--- src/rtl/multiplier_pkg.sv ---
// Shared widths and state encoding for the shift-add multiply-accumulate unit.
package multiplier_pkg;
  localparam int A_WIDTH = 4;
  localparam int B_WIDTH = 2;
  localparam int C_WIDTH = 3;

  typedef enum logic [1:0] {
    IDLE = 2'd0,
    RUN  = 2'd1,
    DONE = 2'd2
  } state_t;
endpackage

--- src/rtl/multiplier4_seq_step.sv ---
// Conditional-add cell: acc_o = acc_i + (sel_i ? a_i : 0), one per RUN cycle.
module mult_step #(
  parameter int W = 7
) (
  input  logic [W-1:0] acc_i,
  input  logic [W-1:0] a_i,
  input  logic         sel_i,
  output logic [W-1:0] acc_o
);
  assign acc_o = acc_i + (sel_i ? a_i : '0);
endmodule

--- src/rtl/multiplier4_seq.sv ---
// Sequential shift-add MAC: Product = Multiplicand * Multiplier + Addend,
// one multiplier bit per RUN cycle, start/busy/done handshake.
module multiplier4_seq #(
  parameter int A_WIDTH = multiplier_pkg::A_WIDTH,
  parameter int B_WIDTH = multiplier_pkg::B_WIDTH,
  parameter int C_WIDTH = multiplier_pkg::C_WIDTH
) (
  input  logic                       clk,
  input  logic                       rst,
  input  logic                       start,
  input  logic [A_WIDTH-1:0]         Multiplicand,
  input  logic [B_WIDTH-1:0]         Multiplier,
  input  logic [C_WIDTH-1:0]         Addend,
  output logic                       busy,
  output logic                       done,
  output logic [A_WIDTH+B_WIDTH:0]   Product
);
  import multiplier_pkg::*;

  localparam int P_WIDTH = A_WIDTH + B_WIDTH + 1;
  localparam int ITW     = $clog2(B_WIDTH + 1);

  state_t               state_q, state_d;
  logic [P_WIDTH-1:0]   a_q, a_d;
  logic [B_WIDTH-1:0]   b_q, b_d;
  logic [P_WIDTH-1:0]   acc_q, acc_d;
  logic [ITW-1:0]       iter_q, iter_d;
  logic [P_WIDTH-1:0]   prod_q, prod_d;
  logic [P_WIDTH-1:0]   step_acc;

  mult_step #(.W(P_WIDTH)) u_step (
    .acc_i (acc_q),
    .a_i   (a_q),
    .sel_i (b_q[0]),
    .acc_o (step_acc)
  );

  always_comb begin
    state_d = state_q;
    a_d     = a_q;
    b_d     = b_q;
    acc_d   = acc_q;
    iter_d  = iter_q;
    prod_d  = prod_q;
    case (state_q)
      IDLE: if (start) begin
        a_d     = {{(P_WIDTH-A_WIDTH){1'b0}}, Multiplicand};
        b_d     = Multiplier;
        acc_d   = {{(P_WIDTH-C_WIDTH){1'b0}}, Addend};
        iter_d  = '0;
        state_d = RUN;
      end
      RUN: begin
        acc_d  = step_acc;
        a_d    = a_q << 1;
        b_d    = b_q >> 1;
        iter_d = iter_q + 1'b1;
        // Product is only written here, so it holds across later starts.
        if (iter_q == ITW'(B_WIDTH - 1)) begin
          prod_d  = step_acc;
          state_d = DONE;
        end
      end
      DONE:    state_d = IDLE;
      default: state_d = IDLE;
    endcase
  end

  always_ff @(posedge clk or posedge rst) begin
    if (rst) begin
      state_q <= IDLE;
      a_q     <= '0;
      b_q     <= '0;
      acc_q   <= '0;
      iter_q  <= '0;
      prod_q  <= '0;
    end else begin
      state_q <= state_d;
      a_q     <= a_d;
      b_q     <= b_d;
      acc_q   <= acc_d;
      iter_q  <= iter_d;
      prod_q  <= prod_d;
    end
  end

  assign busy    = (state_q != IDLE);
  assign done    = (state_q == DONE);
  assign Product = prod_q;
endmodule

--- config.mk ---
export PLATFORM = sky130hd
export DESIGN_NAME = multiplier4_seq
export DESIGN_NICKNAME = d
export VERILOG_FILES = /design/src/rtl/multiplier_pkg.sv /design/src/rtl/multiplier4_seq_step.sv /design/src/rtl/multiplier4_seq.sv
export SDC_FILE = /design/constraint.sdc
export NUM_CORES = 1
export LEC_CHECK = 0
export CAP_MARGIN = 20
export CELL_PAD_IN_SITES_DETAIL_PLACEMENT = 1
export CELL_PAD_IN_SITES_GLOBAL_PLACEMENT = 2
export CORE_MARGIN = 1.5
export CORE_UTILIZATION = 36
export DETAILED_ROUTE_END_ITERATION = 8
export PLACE_DENSITY = 0.88
export SYNTH_ARGS = -nofsm -noshare
export SYNTH_HDL_FRONTEND = slang
export SYNTH_SLANG_ARGS = --single-unit
export TNS_END_PERCENT = 5
--- constraint.sdc ---
create_clock -name clk -period 4.5 [get_ports clk]
set_clock_uncertainty 0.1 [all_clocks]
set_input_delay 0.9 -clock clk [delete_from_list [all_inputs] [get_ports clk]]
set_output_delay 0.9 -clock clk [all_outputs]
set_load 0.01 [all_outputs]
# Yosys cells after proc, flatten, opt, wreduce, memory -nomap -nowiden
# Cells that the tools add are included.
# word_totals
regBits	27
in_bits	12
output_inout_bits	9
word_cells	31
# op_classes
addsub	2
eq_ne	5
mux	12
n_reduce_logical	6
# ops
operator	n
one-hot mux 7 bit (2 select lines)	2
2-to-1 mux 7 bit	3
one-hot mux 2 bit (2 select lines)	3
2-to-1 mux 2 bit	4
adder 7 bit	1
AND reduction 2 bit	3
equality test 2 x 1 -> 1 bit (second input constant)	2
inequality test 2 bit (second input constant)	2
nonzero test 2 bit	2
adder 2 x 1 -> 2 bit (second input constant)	1
equality test 2 bit (second input constant)	1
logical NOT 2 bit	1

# Longest topological paths before layout
# depth
depth_word	3
ltp_mapped	8
ltp_nobuf	8

# By module
# A second synthesis with hierarchy kept.
# unflattened
cells_unflattened	132
hier_area_um2	1487.7
# by_module_without_submodules
mod	n_inst	cells_per_inst	area_each_um2	seq_area_each_um2
multiplier4_seq	1	92	1186.1	675.6
mult_step	1	40	301.5	0.0

# Least setup slack after synthesis
# Ideal clock, no wire load.
# synth_path
kind	flip-flop to flip-flop
start	register b_q[0]
end	register prod_q[6] (netlist: Product[6])
setup_time_ps	95
t_arrival_ps	1768
required_ps	4305
path_slack_ps	2537
path_stages_with_launch	9
path_buffers	0
period_less_slack_ps	1963
path_cell_list	dfrtp_1 -> and2_1 -> ha_1 -> inv_1 -> fa_1 -> nor2b_4 -> o2111ai_1 -> and4_4 -> o31ai_1
# synth_via
elab_chain_cells	2
# synth_rtl
item	line_no	text
start, declared	multiplier4_seq.sv:25	logic [B_WIDTH-1:0] b_q, b_d;
start signal, assigned	multiplier4_seq.sv:73	b_q <= '0;
start signal, assigned	multiplier4_seq.sv:80	b_q <= b_d;
2-to-1 mux 7 bit	multiplier4_seq_step.sv:10	assign acc_o = acc_i + (sel_i ? a_i : '0);
adder 7 bit	multiplier4_seq_step.sv:10	
end signal, assigned	multiplier4_seq.sv:83	prod_q <= prod_d;
end, declared	multiplier4_seq.sv:28	logic [P_WIDTH-1:0] prod_q, prod_d;
# Every way passes these cells.
# A chain may end at the register's enable or synchronous reset.

# Final worst setup path
# layout_path
start	register state_q[1]
end	output done
# layout_via
elab_chain_cells	1
# layout_rtl
item	line_no	text
start, declared	multiplier4_seq.sv:23	state_t state_q, state_d;
start signal, assigned	multiplier4_seq.sv:78	state_q <= state_d;
equality test 2 bit	multiplier4_seq.sv:88	assign done = (state_q == DONE);
end, declared	multiplier4_seq.sv:15	output logic done,
# Every way passes these cells.

==> flow_summary_export.csv <==
group,metric,value,unit
run_status,result_of_the_run,"completed",
clock_network,ctsHoldBuffers,0,
power,ir_drop,0.000215,V
synthesis,postSynthCellCount,151,
synthesis,synth_largest_area_cell,"dfrtp_1",
synthesis,synth.avg_cell_area,9.78,sq um
synthesis,synth_top_area_share,45.8,%
clock_network,insertion_delay,0.27,ns
worst_setup_path,critPathArrivalTime,1.70,ns
place,numPortBuffers,20,
route,post-route-drc-count,0,
worst_setup_path,r2r.worst_path.cells,8,
worst_setup_path,r2r_setup_slack,2.19,ns
global_route,grt_usage,17.3,%
worst_setup_path,crit_path_top_delay_cell,"dfrtp_1",
timing,final.setup.tns,0,ns
route,drt.antenna.violating_nets,0,
clock_network,cts.htree.levels,1,
die,initial_utilization,37.2,%
finish,drive_gt1_share,7.06,%
timing,min_period,2.70,ns
place,postPlaceCellArea,0.00171,sq mm
timing,final-setup-viol-count,0,
clock_network,cts-buffers-inserted,3,
synthesis,post_synth_num_cell_types,37,
finish,most-common-layout-cells,"dfrtp_1, clkdlybuf4s50_1, nand2_1",
power,combinationalPowerShare,44.4,%
worst_setup_path,cp_slowest_stage_delay,0.69,ns
worst_setup_path,path_buf_inv,1,
timing,timing_hold_violations_final,0,
die,row_count,23,
power,power.share.switching,40.3,%
hold_path,worstHoldPathCells,2,
timing,grt_setup_unrepaired,"false",
timing,maxClockFrequency,370,MHz
worst_setup_path,endpoint_kind,"primary output",
finish,finalNetCount,191,
worst_setup_path,worstReg2RegEnd,"Product[6]",
power,clkPwrFrac,13.4,%
worst_setup_path,r2r-start,"b_q[0]",
synthesis,post_synthesis_register_bit_count,27,
finish,layout.cells.most_common,"dfrtp_1",
global_route,grt_overflow_total,0,
place,gp_congestion,0.811,
die,floorplan.die.height,67.0,um
route,wire_per_inst,15.8,um
synthesis,synthesis.nets,171,
power,seqPwrFrac,42.2,%
finish,syn2layout_area_growth,20.4,%
clock_network,post-cts-setup-buffer-count,0,
clock_network,tritoncts,"done",
worst_setup_path,critPathMaxFanout,16,
clock_network,post_cts_resized,0,
clock_network,clock_tree.buffer_depth,2,
worst_setup_path,crit_chain,"nor2b_1, clkdlybuf4s50_1",
global_route,grt_antenna_before_repair,0,
route,totalWireLength,3480,um
synthesis,ys_seq_area_share,45.8,%
synthesis,synth.yosys.warnings,0,
timing,max_slew_margin,59.8,%
hold_path,worst_hold_startpoint,"Product[4]",
synthesis,post_synth_instance_area,0.00148,sq mm
die,floorplan.die_area,0.00449,sq mm
route,dr.pass1.iters,4,
timing,final.period_utilization,60.0,%
global_route,grt_max_degree,28,
place,detailed_place_hpwl,2520,um
clock_network,clock_sink_count,27,
finish,n_antenna_cell,0,
die,dieWidth,67.0,um
power,cellInternalPower,0.000624,W
worst_setup_path,worst_setup_path_start_kind,"register",
route,vias,1177,
synthesis,yosys-top-cells-area,"dfrtp_1, ha_1, o21ai_0",
power,power_total,0.00105,W
finish,final_area,0.00178,sq mm
worst_setup_path,timing.setup.critical_path_class,"register to primary output",
power,net-switching-power,0.000421,W
route,drt_iter0_markers,53,
timing,slew_violations,0,
global_route,global_route_wire_length_before_repair,5730,um
clock_network,clk_transition_reported_paths,0.09,ns
hold_path,hold_end,"Product[4]",
route,vias_per_cell,5.35,
job,drv_cap,0,
clock_network,cts_root_buffer,"clkbuf_8",
die,design.core.area,0.00397,sq mm
hold_path,holdCritPathClass,"register to register",
worst_setup_path,path_delay_family,"flip-flops",
power,power_density,588,mW/mm^2
die,boundaryPins,21,
worst_setup_path,worst-endpoint-required,3.50,ns
timing,tightest_slew,0.603,ns
power,static-leakage-power,0.801,nW
global_route,number_of_global_route_vias_before_repair,1192,
[worst max-delay path by stage]
stage	from	to	slack, ns	depth (start not counted)
3_5_place_dp	start	acc_q[2]	1.67	5
3_3_place_gp	start	acc_q[2]	1.76	5
4_1_cts	state_q[1]	busy	1.78	2
2_1_floorplan	b_q[0]	Product[6]	2.54	8
5_1_grt	state_q[1]	busy	1.71	2
6_report	state_q[1]	done	1.80	2
[metrics by stage]
| step | utilization [%] | hold WS [ns] | worst slack (ns) | std cells |
|---|---|---|---|---|
| floorplan | - | 0.350 | 2.54 | 151 |
| global placement | 42.9 | 0.361 | 1.76 | 215 |
| detailed placement | 42.9 | 0.373 | 1.67 | 215 |
| CTS | 44.1 | 0.394 | 1.78 | 219 |
| global route | 44.8 | 0.422 | 1.71 | 220 |
| finish | 44.8 | 0.387 | 1.80 | 220 |
[power groups by stage]
stage | Sequential [W] | Combinational (W) | Clock (W)
floorplan | 0.000414 | 0.000332 | 0
global placement | 0.000441 | 0.000450 | 0
detailed placement | 0.000448 | 0.000474 | 0
CTS | 0.000445 | 0.000475 | 0.000145
global route | 0.000461 | 0.000528 | 0.000156
finish | 0.000441 | 0.000465 | 0.000140
[cell usage after synthesis]
master     count
a2bb2oi_1      1
buf_6          1
nand4_1        3
dfrtp_1       27
nor3_1         1
nand3_1        2
o31ai_2        1
and2_1         5
clkbuf_1       2
mux2_2         1
nor2_1         4
o21bai_2       1
o21a_1         2
ha_1           7
a211o_1        2
mux2i_1        1
a31oi_1        2
inv_1         10
and2b_1        1
xor2_1         3
a221oi_2       1
a22oi_1        5
a22o_1         3
fa_1           1
o2111ai_1      1
nor2b_1        9
nand2_1       17
o31ai_1        3
a21oi_1       10
buf_2          3
nand2_2        1
nand2b_1       1
a21o_1         2
and4_4         1
o21ai_0       14
nor2b_4        1
or2_2          1
[tightest hold or removal path, delay by kind of cell (launching register included)]
family	cells	cell delay, ns
AO/OA/AOI/OAI	1	0.05
flip-flops	1	0.35
AND/OR/NAND/NOR	1	0.06
[cells by family (layout without fill, tap and decap cells)]
kind of cell,after synthesis,in the layout,synth area share (%)
XOR/XNOR,3,3,1.78
buffers and inverters,16,35,4.83
adder cells (fa/ha/maj),8,8,7.29
multiplexers,2,2,1.44
flip-flops,27,27,45.8
AND/OR/NAND/NOR,47,47,17.0
AO/OA/AOI/OAI,48,48,21.9
[flip-flops by register name (all words and copies together) (netlist names)]
register  cells
acc_q         7
Product       7
iter_q        2
a_q           7
state_q       2
b_q           2
[area by class of cell]
type,instances,area (sq um)
timing repair buffer,21,228
tap,50,62.6
clock buffer,4,45.0
sequential,27,676
inverter,10,37.5
fill,444,2190
multi-input combinational,108,729
[metal layers]
| layer | GRT usage [%] | wire length (um) | vias to the layer above |
|---|---|---|---|
| li1 | - | - | 565 |
| met1 | 22.0 | 1580 | 590 |
| met2 | 29.0 | 1740 | 18 |
| met3 | 3.38 | 108 | 4 |
| met4 | 6.12 | 49 | 0 |
| met5 | 0 | 0 | - |
No activity file was read; power rests on OpenSTA's default activity.
